==> src/rtl/instr_fetch_unit.sv <==
// Fetch stage: owns the PC and drives a 1-cycle-latency synchronous instruction memory.
// It hands each fetched word to decode over valid/ready, follows jumps, and stops after HALT.
module instr_fetch_unit #(
  parameter int              ADDR_W   = 8,
  parameter int              INSTR_W  = 8,
  parameter logic [ADDR_W-1:0] RESET_PC = '0,
  parameter logic [3:0]      HALT_OP  = 4'b1111
) (
  input  logic               clk,
  input  logic               reset,
  output logic               imem_en,
  output logic [ADDR_W-1:0]  imem_addr,
  input  logic [INSTR_W-1:0] imem_rdata,
  output logic               ir_valid,
  input  logic               ir_ready,
  output logic [INSTR_W-1:0] ir_instr,
  output logic [3:0]         ir_opcode,
  output logic [ADDR_W-1:0]  ir_pc,
  input  logic               redirect,
  input  logic [ADDR_W-1:0]  redirect_pc,
  output logic               halted
);

  typedef enum logic [1:0] {S_ISSUE, S_WAIT, S_HOLD, S_HALT} state_t;

  state_t               state_q, state_d;
  logic [ADDR_W-1:0]    pc_q, pc_d;
  logic [ADDR_W-1:0]    pc_inflight_q;
  logic [INSTR_W-1:0]   ir_instr_q;
  logic [ADDR_W-1:0]    ir_pc_q;
  logic                 ir_valid_q;
  logic                 halted_q;
  logic                 fetch;
  logic                 redirect_taken;
  logic                 is_halt_op;

  assign is_halt_op     = (ir_instr_q[INSTR_W-1 -: 4] == HALT_OP);
  assign redirect_taken = redirect && (state_q != S_HALT);

  always_ff @(posedge clk) begin
    if (reset) begin
      state_q <= S_ISSUE;
    end else begin
      state_q <= state_d;
    end
  end

  always_comb begin
    state_d = state_q;
    unique case (state_q)
      S_ISSUE: state_d = redirect ? S_ISSUE : S_WAIT;
      S_WAIT:  state_d = redirect ? S_ISSUE : S_HOLD;
      S_HOLD: begin
        if (redirect) begin
          state_d = S_ISSUE;
        end else if (ir_ready) begin
          state_d = is_halt_op ? S_HALT : S_WAIT;
        end
      end
      S_HALT:  state_d = S_HALT;
      default: state_d = S_ISSUE;
    endcase
  end

  // A jump always wins over issuing a fetch, and nothing is fetched while reset is high.
  always_comb begin
    fetch = 1'b0;
    if (!reset && !redirect) begin
      unique case (state_q)
        S_ISSUE: fetch = 1'b1;
        S_HOLD:  fetch = ir_ready && !is_halt_op;
        default: fetch = 1'b0;
      endcase
    end
  end

  always_comb begin
    pc_d = pc_q;
    if (redirect_taken) begin
      pc_d = redirect_pc;
    end else if (fetch) begin
      pc_d = pc_q + ADDR_W'(1);
    end
  end

  always_ff @(posedge clk) begin
    if (reset) begin
      pc_q          <= RESET_PC;
      pc_inflight_q <= '0;
      ir_instr_q    <= '0;
      ir_pc_q       <= '0;
      ir_valid_q    <= 1'b0;
      halted_q      <= 1'b0;
    end else begin
      pc_q <= pc_d;
      if (fetch) begin
        pc_inflight_q <= pc_q;
      end
      // Returning data is dropped if a jump lands in the same cycle.
      if (state_q == S_WAIT && !redirect) begin
        ir_instr_q <= imem_rdata;
        ir_pc_q    <= pc_inflight_q;
        ir_valid_q <= 1'b1;
      end else if (state_q == S_HOLD && (redirect || ir_ready)) begin
        ir_valid_q <= 1'b0;
        if (!redirect && is_halt_op) begin
          halted_q <= 1'b1;
        end
      end
    end
  end

  assign imem_en   = fetch;
  assign imem_addr = pc_q;
  assign ir_valid  = ir_valid_q;
  assign ir_instr  = ir_instr_q;
  assign ir_opcode = ir_instr_q[INSTR_W-1 -: 4];
  assign ir_pc     = ir_pc_q;
  assign halted    = halted_q;

endmodule

==> config.mk <==
export PLATFORM = sky130hd
export DESIGN_NAME = instr_fetch_unit
export DESIGN_NICKNAME = d
export VERILOG_FILES = /design/src/rtl/instr_fetch_unit.sv
export SDC_FILE = /design/constraint.sdc
export NUM_CORES = 1
export LEC_CHECK = 0
export CAP_MARGIN = 0
export CELL_PAD_IN_SITES_DETAIL_PLACEMENT = 1
export CELL_PAD_IN_SITES_GLOBAL_PLACEMENT = 2
export CORE_MARGIN = 5
export CORE_UTILIZATION = 27
export CTS_CLUSTER_DIAMETER = 200
export CTS_CLUSTER_SIZE = 40
export DETAILED_ROUTE_END_ITERATION = 8
export GPL_TIMING_DRIVEN = 0
export PLACE_DENSITY = 0.81
export SLEW_MARGIN = 15
export SYNTH_ARGS = -nofsm -noshare
export SYNTH_HDL_FRONTEND = slang
export SYNTH_SLANG_ARGS = --single-unit
==> constraint.sdc <==
create_clock -name clk -period 2.4 [get_ports clk]
set_input_delay 0.24 -clock clk [delete_from_list [all_inputs] [get_ports clk]]
set_output_delay 0.24 -clock clk [all_outputs]
set_load 0.01 [all_outputs]
==> impl_metrics.env, run 1 <==
export IMPL_path_max_fanout=10
export IMPL_fin_cells=310
export IMPL_powerDensity_nw_per_um2=629.3
export IMPL_clkTransAtPathRegs_ns=0.08
export IMPL_crit_path_end="imem_en"
export IMPL_startpoint_type="flip-flop"
export IMPL_ys_seq_area_share_pct=47.88
export IMPL_reg2reg_to="imem_addr[6]"
export IMPL_ys_warn_count=0
export IMPL_io_buffers=49
export IMPL_min_period_ns=2.173
export IMPL_synth_nets=201
export IMPL_finClkSkew_ns=0.01019
export IMPL_chipHeight_um=84.67
export IMPL_cts_buffers=5
export IMPL_synth_ff_type="dfxtp_1"
export IMPL_postSynthCellCount=180
export IMPL_min_period_over_period_pct=90.53
export IMPL_io_pin_count=51
export IMPL_dieArea_um2=7168
export IMPL_rr_worst_depth=5
export IMPL_antenna_left=0
export IMPL_post_drt_wl_per_cell_um=14.51
export IMPL_critPathMaxStageDelay_ns=0.39
export IMPL_nNetsFinal=258
export IMPL_num_antenna_cells=0
export IMPL_worstHoldPathType="in2reg"
export IMPL_antenna_found_initial=0
export IMPL_dr_pass1_iters=2
export IMPL_drc=0
export IMPL_crit_top_cell="buf_4"
export IMPL_synth_ff_latch_count=36
export IMPL_grt_first_pass_wirelength_um=7445
export IMPL_relSlewSlack_pct=61.54
export IMPL_clk_path_buf_depth=2
export IMPL_tightest_slew_ns=0.5770
export IMPL_die_w_um=84.67
export IMPL_initial_core_util_pct=27.50
export IMPL_avgSynthCellArea_um2=8.362
export IMPL_grt_pass1_vias=1566
export IMPL_reg2reg_setup_slack_ns=0.72
export IMPL_area_growth_syn_to_layout_pct=47.30
export IMPL_worst_path_stages=6
export IMPL_worstReg2RegStart="state_q[0]"
export IMPL_synth_edf_count=0
export IMPL_setup_worst_path_class="reg2out"
export IMPL_outcome="finished, final reports clean"
export IMPL_grt_use_total_pct=13.12
export IMPL_rsz0062_at_grt="false"
export IMPL_clk_latency_ns=0.30
export IMPL_cap_violations=0
export IMPL_hold_buffers=0
export IMPL_ys_types=31
export IMPL_cts_sinks=36
export IMPL_slowest_stage="dfxtp_1"
export IMPL_drive_gt1_share_pct=9.244
export IMPL_finalHoldViolCount=0
export IMPL_hpwl_um=3291
export IMPL_dp_cells=301
export IMPL_grt_overflow_total=0
export IMPL_end_kind="primary output"
export IMPL_htree_levels=2
export IMPL_drt_total_wl_um=4497
export IMPL_finalSetupViolations=0
export IMPL_leakagePower_nw=0.8022
export IMPL_cts_tree="built"
export IMPL_irDropWorstVdd_uv=257.2
export IMPL_viasPerCell=4.735
export IMPL_vias=1468
export IMPL_setup_ws_ns=0.2273
export IMPL_crit_family="buffers and inverters"
export IMPL_row_count=27
export IMPL_cp_required_ns=2.16
export IMPL_gp_congestion=0.7487
export IMPL_drt_initial_drc_count=40
export IMPL_maxSlewViolCount=0
export IMPL_netlist_area_um2=1505
export IMPL_crit_chain="nand4_1 -> a21oi_4 -> buf_4 -> buf_4 -> nor2_1 -> dlygate4sd2_1"
export IMPL_crit_arrival_ns=1.93
export IMPL_coreArea_um2=5473
export IMPL_worst_path_buf_inv=3
export IMPL_cp_startpoint="ir_instr[6]"
export IMPL_cts_root_buf="clkbuf_8"
export IMPL_grt_max_degree=13
export IMPL_async_flop_share_pct=0
export IMPL_max_freq_ghz=0.4603
export IMPL_dpl_worst_slack_ns=-0.1843
## synthesized netlist by cell type (2+ instances only)
library cell	instances	area, µm²
nand2_1	39	146.4
dfxtp_1	36	720.7
a21oi_1	20	100.1
nor2_1	17	63.81
mux2i_1	8	80.08
a311oi_1	6	52.55
clkbuf_1	6	22.52
buf_4	5	37.54
o21ai_1	5	25.02
nand3_1	4	20.02
o31ai_1	4	30.03
buf_2	3	15.01
inv_1	3	11.26
or3_1	3	18.77
or4_1	3	22.52
a31oi_1	2	12.51
nand4_1	2	12.51
## registers in the layout (all words and copies together), names as in the netlist
name           cells
imem_addr          8
ir_instr           8
ir_pc              8
pc_inflight_q      8
state_q            2
halted             1
ir_valid           1
## area by class of cell
class	count	area, µm²
clock inverters	3	42.54
repair buffers	50	495.5
plain buffers	16	92.59
multi-input cells	124	691.9
clock buffers	5	68.82
flip-flops and latches	36	720.7
inverters	4	15.01
fillers	665	3256
well taps	72	90.09
## metrics by stage
step	hold WS, ns	power, mW	util (%)	cell area [µm²]	setup TNS, ns
floorplan	0.3760	0.7576	-	1505	0
global placement	0.4427	0.8615	38.11	2086	-0.1876
detailed placement	0.4458	0.8649	38.11	2086	-0.1843
CTS	0.4350	1.409	40.51	2217	0
global route	0.4664	1.453	40.51	2217	0
finish	0.4213	1.395	40.51	2217	0
## power by group
group          total (mW)  internal [mW]  switching (mW)
logic               0.197          0.104          0.0930
clock network       0.544          0.308           0.236
registers           0.654          0.624          0.0300
## cell families after synthesis
logic type,synth area share (%)
flip-flops,47.88
multiplexers,5.320
AND/OR/NAND/NOR,21.78
adder cells (fa/ha/maj),0.8311
buffers and inverters,6.982
XOR/XNOR,0.5820
AO/OA/AOI/OAI,16.63
## per-layer routing
layer	global-route usage [%]	up-vias	part of all wire [%]
met5	0	-	0
met4	5.468	0	1.5
met3	3.533	8	5.6
met2	21.42	49	44
met1	16.26	683	48
li1	-	728	-
## how the worst min path moves through the flow
stage / slack (ns) / startpoint / cells after the start / to
2_1_floorplan: 0.38 / imem_rdata[0] / 2 / ir_instr[0]
3_3_place_gp: 0.44 / pc_inflight_q[7] / 2 / ir_pc[7]
3_5_place_dp: 0.45 / ir_pc[7] / 2 / ir_pc[7]
4_1_cts: 0.44 / reset / 2 / imem_addr[2]
5_1_grt: 0.47 / reset / 2 / ir_instr[0]
6_report: 0.42 / reset / 2 / ir_pc[3]
## timing repair
item	in CTS	in global routing
setup buffers	1	0
gates resized for setup	5	0
endpoints found under the setup margin	1	0
## cells in the final DEF (no fill, tap or decap), types with 3 or more instances in the layout
cell / netlist / routed
buf_4: 5 / 7
a311oi_1: 6 / 6
or3_1: 3 / 3
o31ai_1: 4 / 4
a21oi_1: 20 / 20
o21ai_1: 5 / 5
clkbuf_1: 6 / 6
mux2i_1: 8 / 8
dfxtp_1: 36 / 36
nand2_1: 39 / 39
nor2_1: 17 / 17
clkbuf_8: 0 / 5
or4_1: 3 / 3
clkdlybuf4s50_1: 0 / 47
inv_1: 3 / 3
nand3_1: 4 / 4
(Power assumes the default switching activity.)
==> inputs of run 2 (changes only) <==
- ABC_CLOCK_PERIOD_IN_PS: not set -> 2400
==> results of run 2 <==
No change in the layout: final DEF, timing and power equal those of run 1.
==> inputs of run 3 (changes only) <==
- MAX_ROUTING_LAYER: not set -> met4
==> impl_metrics.env, run 3 (synthesized netlist as in run 1, its figures left out) <==
export IMPL_path_max_fanout=10
export IMPL_num_antenna_cells=0
export IMPL_io_pin_count=51
export IMPL_dp_cells=301
export IMPL_chipHeight_um=84.67
export IMPL_max_freq_ghz=0.4601
export IMPL_rr_worst_depth=5
export IMPL_clk_latency_ns=0.30
export IMPL_hpwl_um=3291
export IMPL_setup_tns_final_ns=0
export IMPL_grt_first_pass_wirelength_um=7452
export IMPL_setup_ws_ns=0.2266
export IMPL_clockPowerShare_pct=39.0
export IMPL_setup_worst_path_class="reg2out"
export IMPL_fin_cells=310
export IMPL_p_switching_uw=360.0
export IMPL_htree_levels=2
export IMPL_end_kind="primary output"
export IMPL_leakagePower_nw=0.8022
export IMPL_irDropWorstVdd_uv=257.8
export IMPL_reg2reg_setup_slack_ns=0.72
export IMPL_outcome="finished, final reports clean"
export IMPL_worstHoldPathCells=2
export IMPL_hold_slack_ns=0.4211
export IMPL_cts_tree="built"
export IMPL_reg2reg_to="imem_addr[6]"
export IMPL_die_w_um=84.67
export IMPL_dr_pass1_iters=2
export IMPL_grt_max_degree=13
export IMPL_cap_violations=0
export IMPL_power_mw=1.396
export IMPL_gp_congestion=0.7582
export IMPL_cts_buffers=5
export IMPL_clk_path_buf_depth=2
export IMPL_cp_required_ns=2.16
export IMPL_antenna_left=0
export IMPL_area_growth_syn_to_layout_pct=47.30
export IMPL_switching_share_pct=25.79
export IMPL_final_cell_area_um2=2217
export IMPL_dieArea_um2=7168
export IMPL_hold_path_endpoint="ir_pc[3]"
export IMPL_nFillCells=665
export IMPL_nNetsFinal=258
export IMPL_drt_initial_drc_count=41
export IMPL_finalHoldViolCount=0
export IMPL_post_drt_wl_per_cell_um=14.51
export IMPL_tightest_slew_ns=0.5768
export IMPL_internal_power_mw=1.036
export IMPL_worstHoldPathType="in2reg"
export IMPL_initial_core_util_pct=27.50
export IMPL_rsz0062_at_grt="false"
export IMPL_grt_use_total_pct=13.51
export IMPL_powerDensity_nw_per_um2=629.6
export IMPL_drt_total_wl_um=4497
export IMPL_grt_overflow_total=0
export IMPL_coreArea_um2=5473
export IMPL_crit_arrival_ns=1.93
export IMPL_clkTransAtPathRegs_ns=0.08
export IMPL_final_common_cell="clkdlybuf4s50_1"
export IMPL_finClkSkew_ns=0.01016
export IMPL_grt_pass1_vias=1568
export IMPL_drc=0
export IMPL_power_frac_comb_pct=14.2
export IMPL_viasPerCell=4.742
export IMPL_finalSetupViolations=0
export IMPL_relSlewSlack_pct=61.55
export IMPL_min_delay_start="reset"
export IMPL_p_seq_share_pct=46.8
export IMPL_row_count=27
export IMPL_cp_startpoint="ir_instr[6]"
export IMPL_io_buffers=49
export IMPL_worstReg2RegStart="state_q[0]"
export IMPL_final_cell_mix="clkdlybuf4s50_1 (47), nand2_1 (39), dfxtp_1 (36), a21oi_1 (20), nor2_1 (17)"
export IMPL_vias=1470
export IMPL_cts_sinks=36
export IMPL_startpoint_type="flip-flop"
export IMPL_min_period_over_period_pct=90.56
export IMPL_cts_root_buf="clkbuf_8"
export IMPL_antenna_found_initial=0
export IMPL_drive_gt1_share_pct=9.244
export IMPL_dpl_worst_slack_ns=-0.1843
export IMPL_maxSlewViolCount=0
export IMPL_placed_cell_area_um2=2086
export IMPL_fin_util_pct=40.51
export IMPL_min_period_ns=2.173
[run 3: cell counts in the layout (fill, tap and decap cells not counted)]
No cell type changed its count.
[run 3: worst max path at each step]
stage	to	cells after the start
after global routing	imem_en	6
after global placement	imem_en	7
after detailed placement	imem_en	7
final	imem_en	6
after CTS	imem_en	6
after floorplan	imem_addr[6]	5
[run 3: metal layers]
layer / part of all wire, % / global-route usage, %
met5: 0 / -
met4: 1.6 / 5.468
met1: 49 / 16.56
met3: 4.7 / 3.042
met2: 44 / 21.42
[run 3: power groups by stage]
stage                     sequential [mW]  clock, mW  combinational, mW
after global placement              0.667          0              0.195
after global routing                0.658      0.575              0.220
after CTS                           0.654      0.554              0.201
after floorplan                     0.666          0             0.0920
after detailed placement            0.668          0              0.197
final                               0.654      0.544              0.198
[run 3: critical path, stage by stage (launching register included)]
cell           delay, ns
dfxtp_1             0.39
nand4_1             0.21
a21oi_4             0.25
buf_4               0.21
buf_4               0.22
nor2_1              0.06
dlygate4sd2_1       0.30
[run 3: cell type report]
cell class                      instances  area [µm²]  area share, %
Buffer                                 16       92.59          4.176
Clock buffer                            5       68.82          3.104
Clock inverter                          3       42.54          1.919
Inverter                                4       15.01         0.6772
Multi-Input combinational cell        124       691.9          31.21
Sequential cell                        36       720.7          32.51
Tap cell                               72       90.09          4.063
Timing Repair Buffer                   50       495.5          22.35
[run 3: timing repair]
action / CTS / global route
hold buffers: 0 / 0
setup endpoints to repair: 1 / 0
resized for setup: 5 / 0
buffers inserted: 1 / 0
